File: config.mk
export PLATFORM = sky130hd
export DESIGN_NAME = key_buffer_fifo
export DESIGN_NICKNAME = d
export VERILOG_FILES = /design/src/rtl/key_buffer_fifo.sv
export SDC_FILE = /design/constraint.sdc
export NUM_CORES = 1
export LEC_CHECK = 0
export BUFFER_PORTS_ARGS = -buffer_cell sky130_fd_sc_hd__buf_2
export CAP_MARGIN = 25
export CORE_ASPECT_RATIO = 0.75
export CORE_UTILIZATION = 39
export CTS_BUF_LIST = sky130_fd_sc_hd__clkbuf_8 sky130_fd_sc_hd__clkbuf_16
export DETAILED_ROUTE_END_ITERATION = 12
export PLACE_DENSITY_LB_ADDON = 0.12
export SYNTH_ARGS = -nofsm -noshare
export SYNTH_HDL_FRONTEND = slang
export SYNTH_SLANG_ARGS = --single-unit
File: constraint.sdc
create_clock -name clk -period 3.22 [get_ports clk]
set_input_delay 0 -clock clk [delete_from_list [all_inputs] [get_ports clk]]
set_output_delay 0 -clock clk [all_outputs]
set_load 0.005 [all_outputs]
File: src/rtl/key_buffer_fifo.sv
// key_buffer_fifo: DEPTH-entry first-word-fall-through queue for key codes.
// Sits between the keypad decoder (one push pulse per key) and the consumer
// (display/control), and reports occupancy plus sticky overflow/underflow errors.
//
// Handshake: push and pop are level-sampled on every rising edge. The producer
// may push while full only if a pop is accepted in the same cycle, otherwise the
// word is dropped and ovf latches. A pop while empty is ignored and udf latches.
// Callers drive single-cycle pulses: a level held for M cycles is M operations.
module key_buffer_fifo #(
    parameter int N = 5,
    parameter int A = 3
) (
    input  logic         clk,
    input  logic         rst,
    input  logic         clr,
    input  logic         push,
    input  logic [N-1:0] d_in,
    input  logic         pop,
    output logic [N-1:0] d_out,
    output logic         empty,
    output logic         full,
    output logic [A:0]   count,
    output logic         ovf,
    output logic         udf
);

    localparam int         DEPTH     = 2 ** A;
    localparam logic [A:0] DEPTH_CNT = (A + 1)'(DEPTH);

    logic [N-1:0] mem [DEPTH];
    logic [A-1:0] wp;
    logic [A-1:0] rp;

    logic         push_ok;
    logic         pop_ok;
    logic [A:0]   count_nxt;

    // Status is decoded from the registered occupancy count.
    assign empty = (count == '0);
    assign full  = (count == DEPTH_CNT);

    // Head entry is shown directly from storage; zero when nothing is queued.
    assign d_out = empty ? '0 : mem[rp];

    // Accept decisions: a full queue still takes a push when the head leaves in the same cycle.
    always_comb begin
        pop_ok  = pop && !empty;
        push_ok = push && (!full || pop_ok);
    end

    // Occupancy update: simultaneous accepted push and pop cancel out.
    always_comb begin
        count_nxt = count;
        case ({push_ok, pop_ok})
            2'b10:   count_nxt = count + (A + 1)'(1);
            2'b01:   count_nxt = count - (A + 1)'(1);
            default: count_nxt = count;
        endcase
    end

    // Storage write; the array is intentionally not reset.
    always_ff @(posedge clk) begin
        if (!clr && push_ok) begin
            mem[wp] <= d_in;
        end
    end

    // Pointers, count and sticky error flags; clr takes priority over push/pop.
    always_ff @(posedge clk or posedge rst) begin
        if (rst) begin
            wp    <= '0;
            rp    <= '0;
            count <= '0;
            ovf   <= 1'b0;
            udf   <= 1'b0;
        end else if (clr) begin
            wp    <= '0;
            rp    <= '0;
            count <= '0;
            ovf   <= 1'b0;
            udf   <= 1'b0;
        end else begin
            if (push_ok) begin
                wp <= wp + A'(1);
            end
            if (pop_ok) begin
                rp <= rp + A'(1);
            end
            count <= count_nxt;
            if (push && !push_ok) begin
                ovf <= 1'b1;
            end
            if (pop && empty) begin
                udf <= 1'b1;
            end
        end
    end

endmodule

==> impl_metrics.ini, run 1 <==
[synthesis]
syn_area_mm2 = 0.00227
ys_types = 35
synth_ff_type = edfxtp_1
synth_fp_nets = 161
synth_cells = 146
synth_warnings = 0
synth-async-reset-ratio_pct = 23.1
synth_seq_cells = 52
syn-mean-instance-area_um2 = 15.5
synth_edf_count = 40
ys_seq_area_share_pct = 66.3

[clocking]
clk_latency_ps = 300
clockBufferDepth = 2
post-cts-setup-buffer-count = 0
clock_sinks = 52
hold_buffers = 6
cts_tree = done
clock-root-buffer = clkbuf_8
cts.clk_slew.worst_paths_ps = 90
cts_made_buffers = 5
htreeDepth = 2
cts_resized = 0

[detailed_routing]
avgViaCountPerCell = 5.13
drtAntennaViolNets = 0
totalWireLength_mm = 4.39
wl_per_cell_um = 17.1
firstDrtPassIters = 4
vias = 1319
drt_iter0_markers = 60
drc = 0

[pwr]
leakage_nw = 0.998
clockPowerShare_pct = 23.7
finalPower_mw = 1.81
powerDensity_mw_per_mm2 = 680
switching_share_pct = 30.5
ir_drop_v = 0.000232
internal_power_mw = 1.26
combPwrFrac_pct = 28.4
p_switching_mw = 0.553
seqPwrFrac_pct = 47.9

[finish]
fillers = 489
final_common_cell = edfxtp_1
final_layout_size_suffix_gt1_share_pct = 27.5
final_cell_mix = edfxtp_1, buf_2, nor2_1, dfrtp_1, mux4_2
fin_area_mm2 = 0.00267
diodes = 0
area_delta_synth_final_pct = 17.6
layout.nets = 196
post-route-util_pct = 48.7

[die]
die-area_mm2 = 0.00612
core_mm2 = 0.00547
start_util_pct = 41.4
fp.dieH_um = 68.0
rows = 23
die_x_um = 90.0
pin_count = 23

[grt]
grt_pass1_wl_mm = 7.03
grt_pass1_vias = 1333
grt_usage_pct = 15.8
grt_max_degree = 16
grt_antenna_before_repair = 0
grt_overflow_total = 0

[critical_path]
critPathCaptureType = flop
critical_path_class = flop to flop
cp.arrival_ps = 2840
cp.required_ps = 3440
worst-path-max-fanout = 8
startpoint_type = flop

[placed_design]
preCtsSetupSlack_ps = 625
gp_congestion = 0.756
dpl.hpwl_mm = 3.09
io_buffer_count = 22
placed_cell_area_mm2 = 0.00250

[sta]
finalHoldViolCount = 0
finalCriticalPeriod_ps = 2620
rsz0062_at_grt = no
timing.slew.headroom_pct = 52.7
setup_slack_ps = 596
final-setup-viol-count = 0
timing.final.crit_share_pct = 81.5
clock_skew_ps = 5.47
slew_viol_final = 0
clock.fmax_mhz = 381
tightestPinTransition_ps = 710
tns_ps = 0

[status]
status = complete, no violations

[worst_hold_path]
hold_class = input pin to flop

[job]
max_cap_viol_count = 0
-- worst max-delay path: stages (launching register included) --
cell	delay (ps)
dfrtp_1	480
or4_4	590
nand2_1	150
nor2_1	100
ha_1	280
a211oi_1	370
nor2_1	120
o32a_1	340
a31oi_1	130
-- metrics by stage --
stage / std cells / hold slack (ps)
after global placement: 243 / 34.8
after detailed placement: 243 / 36.4
after floorplan: 146 / -135
after global routing: 257 / 56.0
final: 257 / 51.5
after CTS: 257 / 37.2
-- metal layers --
layer / global-route usage, % / part of all wire (%) / vias up
met2: 26.1 / 46 / 20
li1: - / - / 628
met4: 5.04 / 1.0 / 0
met5: 0 / 0 / -
met1: 21.4 / 49 / 666
met3: 3.44 / 3.6 / 5
-- power groups by stage --
stage               sequential, mW  clock [mW]  combinational, mW
floorplan                    0.835           0              0.384
global placement             0.883           0              0.512
detailed placement           0.886           0              0.519
CTS                          0.871       0.437              0.526
global route                 0.882       0.458              0.577
finish                       0.868       0.430              0.516
-- synthesized netlist by cell type, drive strengths merged, types with 2 or more instances --
cell type | n | share of area [%]
xor2 | 4 | 1.5
edfxtp | 40 | 53
nand3 | 4 | 0.88
dfrtp | 12 | 13
nor2 | 19 | 3.1
buf | 2 | 0.39
mux4 | 10 | 9.9
clkbuf | 4 | 0.66
nand2b | 2 | 0.55
inv | 3 | 0.50
mux2i | 7 | 3.1
nor4 | 2 | 0.55
ha | 4 | 2.2
nand2 | 6 | 0.99
a21oi | 5 | 1.1
nor2b | 2 | 0.55
nor3 | 4 | 0.88
o21ai | 2 | 0.44
-- cell type report --
class,count,area (µm²),share of cell area [%]
Clock buffer,5,68.8,2.58
Clock inverter,3,38.8,1.46
Inverter,3,11.3,0.423
Multi-Input combinational cell,85,736,27.6
Sequential cell,52,1500,56.3
Tap cell,75,93.8,3.52
Timing Repair Buffer,34,215,8.08
-- registers in the layout, summed over array words and instances (netlist names) --
register	count
rp	3
mem	40
count	4
ovf	1
wp	3
udf	1
-- cell families after synthesis --
family | Yosys count | synth area share (%)
buf+inv | 9 | 1.55
simple gates | 44 | 9.77
flops | 52 | 66.3
mux | 17 | 13.0
compound gates | 14 | 4.36
fa+ha+maj | 5 | 3.09
xor+xnor | 5 | 1.93
-- path summary, 6_finish.rpt --
path	startpoint	end	slack (ps)	cells past startpoint
min in group asynchronous	rst	udf$_DFFE_PP0P_	260	3
worst min register to register	udf$_DFFE_PP0P_	udf$_DFFE_PP0P_	500	2
worst max register to register	count[1]$_DFFE_PP0P_	count[3]$_DFFE_PP0P_	600	8
worst min-delay path	pop	rp[1]$_DFFE_PP0P_	50	3
worst max-delay path	count[1]$_DFFE_PP0P_	count[3]$_DFFE_PP0P_	600	8
max in group asynchronous	rst	wp[2]$_DFFE_PP0P_	2640	3
No activity file was read; power rests on OpenSTA's default activity.
==> run 2: changes to the inputs <==
==> constraint.sdc (replaced) <==
create_clock -name clk -period 2.38 [get_ports clk]
set_input_delay 0 -clock clk [delete_from_list [all_inputs] [get_ports clk]]
set_output_delay 0 -clock clk [all_outputs]
set_load 0.005 [all_outputs]
==> run 2 against run 1 <==
- final cell count up 2.7%
- combinational power up 74%
- setup slack worse by 500 ps
- worst hold slack worse by 11 ps
- global-route usage down 0.27 points
- die area unchanged
- power up 36%
- sequential share of layout area down 0.84 points
- count of clock-buffer cells in the layout unchanged
- non-clock buffer count up 7
- largest cell class unchanged
==> impl_metrics.ini, run 2 (same netlist as run 1, synthesis figures left out) <==
[placed_design]
placed_cell_area_mm2 = 0.00254
preCtsSetupSlack_ps = 45.1
dpl.hpwl_mm = 3.11
gp_congestion = 0.828
io_buffer_count = 22
place_inst = 249

[worst_hold_path]
hold_end = count[3]$_DFFE_PP0P_
hold_class = input pin to flop
whs_path_depth = 3
hp-start = push

[critical_path]
timing.rr.start = count[3]$_DFFE_PP0P_
rr_worst_depth = 8
startpoint_type = flop
critical_path_class = flop to flop
reg2reg_slack_ps = 100
cp_cell_sequence = or4_4, nand2_2, nor2_1, ha_1, a211oi_2, or3b_4, o32a_1, a31oi_1
max_stage_delay_ps = 540
worst-path-buf-inv = 0
cp.arrival_ps = 2490
critPathCaptureType = flop
critical_path.top_delay_family = simple AND/OR/NAND/NOR gates
cp.required_ps = 2590
rr_endpoint = count[3]$_DFFE_PP0P_
crit_slowest_cell = or4_4
worst-path-max-fanout = 3

[detailed_routing]
totalWireLength_mm = 4.34
avgViaCountPerCell = 5.13
drtAntennaViolNets = 0
vias = 1353
drc = 0
firstDrtPassIters = 4
wl_per_cell_um = 16.4
drt_iter0_markers = 85

[pwr]
switching_share_pct = 31.4
ir_drop_v = 0.000304
combPwrFrac_pct = 36.5
clockPowerShare_pct = 19.1
finalPower_mw = 2.46
internal_power_mw = 1.69
p_switching_mw = 0.772
leakage_nw = 1.02
seqPwrFrac_pct = 44.4
powerDensity_mw_per_mm2 = 908

[grt]
use_met3_pct = 3.67
use_met1_pct = 19.6
met2_usage_pct = 26.2
grt_pass1_vias = 1326
grt_overflow_total = 0
grt_pass1_wl_mm = 6.75
grt_max_degree = 17
grt_antenna_before_repair = 0
top_usage_layer = met2
grt_usage_pct = 15.6

[sta]
clock_skew_ps = 6.97
timing.final.crit_share_pct = 95.9
setup_slack_ps = 98.2
tightestPinTransition_ps = 599
final-setup-viol-count = 0
clock.fmax_mhz = 438
timing.slew.headroom_pct = 59.8
worst_hold_slack_ps = 40.0
rsz0062_at_grt = yes
finalHoldViolCount = 0
slew_viol_final = 0
finalCriticalPeriod_ps = 2280
tns_ps = 0

[die]
pin_count = 23
fp.dieH_um = 68.0
start_util_pct = 41.4
core_mm2 = 0.00547
die_x_um = 90.0
die-area_mm2 = 0.00612
rows = 23

[clocking]
htreeDepth = 2
cts_made_buffers = 5
cts.clk_slew.worst_paths_ps = 80
clockBufferDepth = 2
clock-root-buffer = clkbuf_8
cts_tree = done
clock_sinks = 52
clk_latency_ps = 300

[finish]
final_cell_count_no_fill = 264
largest_reg_flops = 40
final_common_cell = edfxtp_1
post-route-util_pct = 49.5
final_cell_mix = edfxtp_1, buf_2, nor2_1, buf_4, dfrtp_1
top_register = mem
layout.nets = 203
fin_area_mm2 = 0.00271
multiInputGateArea_um2 = 744
area_delta_synth_final_pct = 19.5
final_layout_size_suffix_gt1_share_pct = 32.8
fillers = 479
register_area_mm2 = 0.00150
reg_top3 = mem: 40 flops, count: 4 flops
diodes = 0

[status]
status = complete, no violations

[job]
max_cap_viol_count = 0
run 2: power groups by stage:
stage	Clock [mW]	Sequential, mW	Combinational (mW)
after global routing	0.525	1.10	0.993
after floorplan	0	1.13	0.527
after detailed placement	0	1.11	0.882
after global placement	0	1.11	0.871
final	0.470	1.09	0.897
after CTS	0.495	1.09	0.892
run 2: tightest hold or removal path, delay by kind of cell:
| family | cells | cell delay [ps] |
|---|---|---|
| AOI/OAI and AO/OA | 1 | 80 |
| and+or+nand+nor | 1 | 70 |
| buffers and inverters | 1 | 140 |
run 2: worst max path at each step:
stage	from	to	slack (ps)	cells after the start
after floorplan	count[1]$_DFFE_PP0P_	count[3]$_DFFE_PP0P_	40	8
after global placement	count[3]$_DFFE_PP0P_	count[3]$_DFFE_PP0P_	120	8
after detailed placement	count[3]$_DFFE_PP0P_	count[3]$_DFFE_PP0P_	50	8
after CTS	count[3]$_DFFE_PP0P_	count[3]$_DFFE_PP0P_	20	8
after global routing	count[3]$_DFFE_PP0P_	count[3]$_DFFE_PP0P_	-20	8
final	count[3]$_DFFE_PP0P_	count[3]$_DFFE_PP0P_	100	8
run 2: metal layers:
layer	wire length [µm]	vias to the layer above
li1	-	639
met1	2080	680
met2	2040	28
met3	153	6
met4	59	0
met5	0	-
run 2: cell type report:
cell class,count,area share [%]
inverter,3,0.416
sequential,52,55.5
clock buffer,5,2.54
timing repair buffer,41,9.89
tap,75,3.47
multi-input combinational,85,27.5
clock inverter,3,0.693
run 2: timing repair:
action / in CTS / in global routing
setup endpoints to repair: 0 / 1
endpoints found under the hold margin: 52 / 0
resized for setup: 0 / 4
buffers inserted: 0 / 1
hold buffers: 6 / 0
